[config.mk]
export PLATFORM = sky130hd
export DESIGN_NAME = seq_ctrl
export DESIGN_NICKNAME = d
export VERILOG_FILES = /design/src/rtl/instruction_pkg.sv /design/src/rtl/seq_decode.sv /design/src/rtl/seq_ctrl.sv
export SDC_FILE = /design/constraint.sdc
export NUM_CORES = 1
export LEC_CHECK = 0
export BUFFER_PORTS_ARGS = -buffer_cell sky130_fd_sc_hd__buf_2
export CAP_MARGIN = 0
export CORE_AREA = 2 2 76 85
export DETAILED_ROUTE_END_ITERATION = 10
export DIE_AREA = 0 0 78 87
export GPL_TIMING_DRIVEN = 0
export PLACE_DENSITY = 0.8
export SLEW_MARGIN = 20
export SYNTH_ARGS = -nofsm -noshare
export SYNTH_HDL_FRONTEND = slang
export SYNTH_HIERARCHICAL = 1
export SYNTH_SLANG_ARGS = --single-unit
[constraint.sdc]
create_clock -name clk -period 5.4 [get_ports clk]
set_input_delay 0.54 -clock clk [delete_from_list [all_inputs] [get_ports clk]]
set_output_delay 0.54 -clock clk [all_outputs]
set_load 0.02 [all_outputs]
[src/rtl/instruction_pkg.sv]
// instruction_pkg: shared RV32I instruction-field constants plus the
// sequencer state encoding and datapath mux select encodings.
//   OPC_*       : 5-bit major opcode, instruction bits [6:2]
//   F3_*        : funct3, instruction bits [14:12]
//   state_e     : seq_ctrl FSM state
//   PC_SEL_*    : seq_ctrl pc_sel encoding
//   WB_SEL_*    : seq_ctrl wb_sel encoding
package instruction_pkg;

  // Low two bits of every 32-bit (non-compressed) instruction.
  localparam logic [1:0] INSN_32BIT = 2'b11;

  localparam logic [4:0] OPC_OPIMM  = 5'b00100;
  localparam logic [4:0] OPC_LUI    = 5'b01101;
  localparam logic [4:0] OPC_BRANCH = 5'b11000;

  localparam logic [2:0] F3_ADDI = 3'b000;
  localparam logic [2:0] F3_BNE  = 3'b001;

  typedef enum logic [2:0] {
    S_IDLE  = 3'd0,
    S_FETCH = 3'd1,
    S_EXEC  = 3'd2,
    S_WB    = 3'd3,
    S_TRAP  = 3'd4
  } state_e;

  localparam logic PC_SEL_PLUS4  = 1'b0;  // PC + 4
  localparam logic PC_SEL_BRANCH = 1'b1;  // PC + B-immediate

  localparam logic WB_SEL_ALU  = 1'b0;    // rs1 + I-immediate (ADDI)
  localparam logic WB_SEL_UIMM = 1'b1;    // U-immediate (LUI)

endpackage

[src/rtl/seq_decode.sv]
// seq_decode: combinational decode of the latched instruction.
// Only the low 15 bits (quadrant, opcode, rd, funct3) take part in
// classifying the supported subset, so only those are brought in.
//   ir      in  : instruction bits [14:0]
//   legal   out : instruction is one of ADDI, LUI, BNE
//   is_addi out : OP-IMM with funct3 = ADDI
//   is_lui  out : LUI
//   is_bne  out : BRANCH with funct3 = BNE
module seq_decode
  import instruction_pkg::*;
(
  input  logic [14:0] ir,
  output logic        legal,
  output logic        is_addi,
  output logic        is_lui,
  output logic        is_bne
);

  logic       quad_ok;
  logic [4:0] opcode;
  logic [2:0] funct3;

  assign quad_ok = (ir[1:0] == INSN_32BIT);
  assign opcode  = ir[6:2];
  assign funct3  = ir[14:12];

  assign is_addi = quad_ok && (opcode == OPC_OPIMM)  && (funct3 == F3_ADDI);
  assign is_lui  = quad_ok && (opcode == OPC_LUI);
  assign is_bne  = quad_ok && (opcode == OPC_BRANCH) && (funct3 == F3_BNE);
  assign legal   = is_addi || is_lui || is_bne;

endmodule

[src/rtl/seq_ctrl.sv]
// seq_ctrl: multi-cycle instruction sequencer for an ADDI/LUI/BNE subset.
// Fetches over a req/ack port, decodes, strobes the PC and register file,
// counts retired instructions and traps on anything it cannot execute.
//
// Fetch handshake: imem_req is high for every cycle spent in FETCH and only
// drops after the cycle in which imem_ack is seen high; imem_rdata is taken
// in that same cycle. imem_ack outside FETCH is ignored.
//
//   clk, reset_n        : clock, synchronous active-low reset
//   run                 : level enable; sampled when an instruction retires
//   imem_req/ack/rdata  : instruction fetch port
//   br_ne               : rs1 != rs2 from the datapath, used in EXEC for BNE
//   ir                  : latched instruction
//   pc_we, pc_sel       : PC write strobe and next-PC select
//   rf_we, wb_sel       : register-file write strobe and write-back select
//   illegal             : sticky illegal-instruction flag (cleared by reset)
//   instret             : retired-instruction counter, wraps silently
//   state_dbg           : current FSM state
module seq_ctrl
  import instruction_pkg::*;
#(
  parameter int XLEN = 32
) (
  input  logic            clk,
  input  logic            reset_n,
  input  logic            run,
  output logic            imem_req,
  input  logic            imem_ack,
  input  logic [XLEN-1:0] imem_rdata,
  input  logic            br_ne,
  output logic [XLEN-1:0] ir,
  output logic            pc_we,
  output logic            pc_sel,
  output logic            rf_we,
  output logic            wb_sel,
  output logic            illegal,
  output logic [XLEN-1:0] instret,
  output state_e          state_dbg
);

  state_e            state_q, state_d;
  logic [XLEN-1:0]   ir_q, ir_d;
  logic              illegal_q, illegal_d;
  logic [XLEN-1:0]   instret_q, instret_d;

  logic              dec_legal, dec_addi, dec_lui, dec_bne;

  seq_decode u_decode (
    .ir      (ir_q[14:0]),
    .legal   (dec_legal),
    .is_addi (dec_addi),
    .is_lui  (dec_lui),
    .is_bne  (dec_bne)
  );

  // Strobes are decoded from the registered state and instruction only, so
  // they are clean single-cycle pulses tied to EXEC/WB. The one exception is
  // pc_sel for BNE, which has to follow br_ne within the EXEC cycle because
  // the datapath compare is only valid once ir has been latched.
  always_comb begin
    state_d   = state_q;
    ir_d      = ir_q;
    illegal_d = illegal_q;
    instret_d = instret_q;
    imem_req  = 1'b0;
    pc_we     = 1'b0;
    pc_sel    = PC_SEL_PLUS4;
    rf_we     = 1'b0;
    wb_sel    = WB_SEL_ALU;

    case (state_q)
      S_IDLE: begin
        if (run) state_d = S_FETCH;
      end

      // run is deliberately not looked at here: a started fetch completes.
      S_FETCH: begin
        imem_req = 1'b1;
        if (imem_ack) begin
          ir_d    = imem_rdata;
          state_d = S_EXEC;
        end
      end

      S_EXEC: begin
        wb_sel = dec_lui ? WB_SEL_UIMM : WB_SEL_ALU;
        if (!dec_legal) begin
          illegal_d = 1'b1;
          state_d   = S_TRAP;
        end else if (dec_bne) begin
          pc_we     = 1'b1;
          pc_sel    = br_ne;
          instret_d = instret_q + XLEN'(1);
          state_d   = run ? S_FETCH : S_IDLE;
        end else begin
          state_d = S_WB;
        end
      end

      S_WB: begin
        wb_sel    = dec_lui ? WB_SEL_UIMM : WB_SEL_ALU;
        pc_we     = 1'b1;
        rf_we     = (ir_q[11:7] != 5'd0);  // writes to x0 are dropped
        instret_d = instret_q + XLEN'(1);
        state_d   = run ? S_FETCH : S_IDLE;
      end

      S_TRAP: begin
        // Absorbing: only reset leaves this state.
      end

      default: state_d = S_IDLE;
    endcase
  end

  always_ff @(posedge clk) begin
    if (!reset_n) begin
      state_q   <= S_IDLE;
      ir_q      <= '0;
      illegal_q <= 1'b0;
      instret_q <= '0;
    end else begin
      state_q   <= state_d;
      ir_q      <= ir_d;
      illegal_q <= illegal_d;
      instret_q <= instret_d;
    end
  end

  assign ir        = ir_q;
  assign illegal   = illegal_q;
  assign instret   = instret_q;
  assign state_dbg = state_q;

endmodule
==> impl_metrics.ini <==
[final_layout]
num-nets-final = 531
final_cells = 576
final_design_area_no_fill_mm2 = 0.003806
num-fill-cells = 546
drive_above_1_share_pct = 26.81
post-route-util_pct = 63.38
n_antenna_cell = 0
area_delta_synth_final_pct = 26.70

[sta]
period_share_pct = 55.46
hold_ws_ps = 441.3
rsz0062_at_grt = false
max_freq_mhz = 333.9
finalClockSkew_ps = 4.621
drv_slew = 0
tightest_slew_ps = 533.3
relSlewSlack_pct = 64.37
setup_viol_count_final = 0
fin_setup_tns_ps = 0
hold_viol_final = 0
finalWorstPathRequiredPeriod_ps = 2995

[detailed_routing]
vias_per_cell = 5.429
ant_nets = 0
wl_met3_um = 612
routedWlPerCell_um = 13.51
drc = 0
drt-total-wl_um = 7783
met1_length_um = 3308
drt_iter0_markers = 121
top_layer = met4
wl_met2_um = 3797
vias = 3127
firstDrtPassIters = 4

[global_route]
grt_max_degree = 11
antenna_found_initial = 0
grt_usage_pct = 23.79
first_global_vias = 2932
grt_pass1_wl_um = 13140
gr-total-overflow = 0

[critical_path]
r2r_end = instret[29]
critPathKind = reg2reg
critPathLaunchType = register
worstPathArrival_ps = 3250
crit_slowest_cell = or4_1
cp_slowest_stage_delay_ps = 520
crit_chain = nand3b_4 > or4_4 > o21bai_1 > a21oi_2 > or4_1 > buf_2 > or4_1 > a21oi_1
end_kind = register
critPathTopFamily = simple AND/OR/NAND/NOR gates
r2r_setup_slack_ps = 2410
r2r-start = ir[0]
rr_worst_depth = 8
cp_num_buf_inv = 1
cp_common_cell = or4_1
worstPathRequired_ps = 5660
cp_max_fo = 7

[yosys]
ys.warnings.count = 6
syn_area_mm2 = 0.003004
syn_nets = 411
netlist_instances = 373
syn_avg_cell_area_um2 = 8.054

[outcome]
status = finished clean

[pwr]
leakagePower_nw = 1.621
peakVddDrop_mv = 0.1675
powerDensity_mw_per_mm2 = 268.8

[floorplan]
die_y_um = 87
start_util_pct = 50.02
core-area_mm2 = 0.006006
rows = 30
io-pin-count = 110
die_width_um = 78
dieArea_mm2 = 0.006786

[hold_path]
whs_endpoint = ir[24]
hold_path_class = in2reg
min_from = imem_rdata[24]
holdPathStages = 3

[clocking]
clk_pin_slew_ps = 70
worst_skew_pair.late_latency_ps = 330
cts.sinks = 68
cts_tree = done
hold_buffers = 0
cts_root_buffer = clkbuf_8
clk_path_buf_depth = 2
htreeDepth = 3
postCtsSetupRepairBufs = 0
cts_buffers = 9
ctsResizeCount = 0

[job]
cap_violations = 0

[placed_design]
place_area_mm2 = 0.003650
gp_congestion = 0.8341
hpwlAfterDp_um = 5847
io_buffers = 109
dp.cells = 562
==> registers in the layout, summed over array words and instances, names as in the netlist <==
register	flops
ir	32
instret	32
state_dbg	3
illegal	1
==> cell usage in the layout, fill, tap and decap left out, types with 3 or more instances in the layout <==
master      n
or4_1      14
nand3_1     8
clkbuf_8   10
o21a_1      3
or3_1      10
xor2_1      6
xnor2_1     3
o21ai_1     6
and3_1     11
a21oi_1    56
o31ai_1    11
dfxtp_1    68
and4_1      3
clkinv_2    3
nor2_1     15
nand4_1    12
o21ai_0     9
clkbuf_1   20
nand2_1    79
buf_2     112
nand2b_1    3
o31a_1      3
nor4_1      3
nor3_1      5
==> tightest hold or removal path: cells and delay by family <==
family          cells  cell delay [ps]
compound gates      1               50
buf+inv             1              100
simple gates        1               40
==> layout make-up <==
cell class	count	area, um2	area share (%)
Sequential cell	68	1361	35.77
Tap cell	80	100.1	2.630
Multi-Input combinational cell	277	1519	39.91
Buffer	25	112.6	2.959
Timing Repair Buffer	109	545.5	14.33
Clock buffer	11	141.4	3.715
Clock inverter	3	15.01	0.3945
Inverter	3	11.26	0.2959
==> power breakdown <==
group	internal [mW]	switching (mW)	total, mW
Combinational	0.0517	0.0908	0.143
Sequential	0.519	0.0126	0.531
Clock	0.172	0.177	0.349
==> how the worst max path moves through the flow <==
stage / end / start / cells after the start / slack, ps
6_report: instret[29] / ir[0] / 8 / 2410
5_1_grt: instret[31] / ir[1] / 8 / 2220
4_1_cts: instret[29] / ir[0] / 8 / 2410
3_5_place_dp: instret[29] / ir[1] / 8 / 2420
3_3_place_gp: instret[29] / ir[1] / 8 / 2470
2_1_floorplan: instret[29] / ir[1] / 8 / 2560
==> metrics by stage <==
| step | total power [mW] | setup slack (ps) |
|---|---|---|
| final | 1.023 | 2405 |
| after global routing | 1.066 | 2223 |
| after CTS | 1.031 | 2405 |
| after detailed placement | 0.6847 | 2422 |
| after global placement | 0.6818 | 2466 |
| after floorplan | 0.6325 | 2558 |
==> metal layers <==
metal,vias to the layer above,global-route usage [%]
met5,-,0
met4,0,8.772
met3,8,6.743
met2,123,41.54
met1,1421,27.89
li1,1575,-
(Power assumes the default switching activity.)
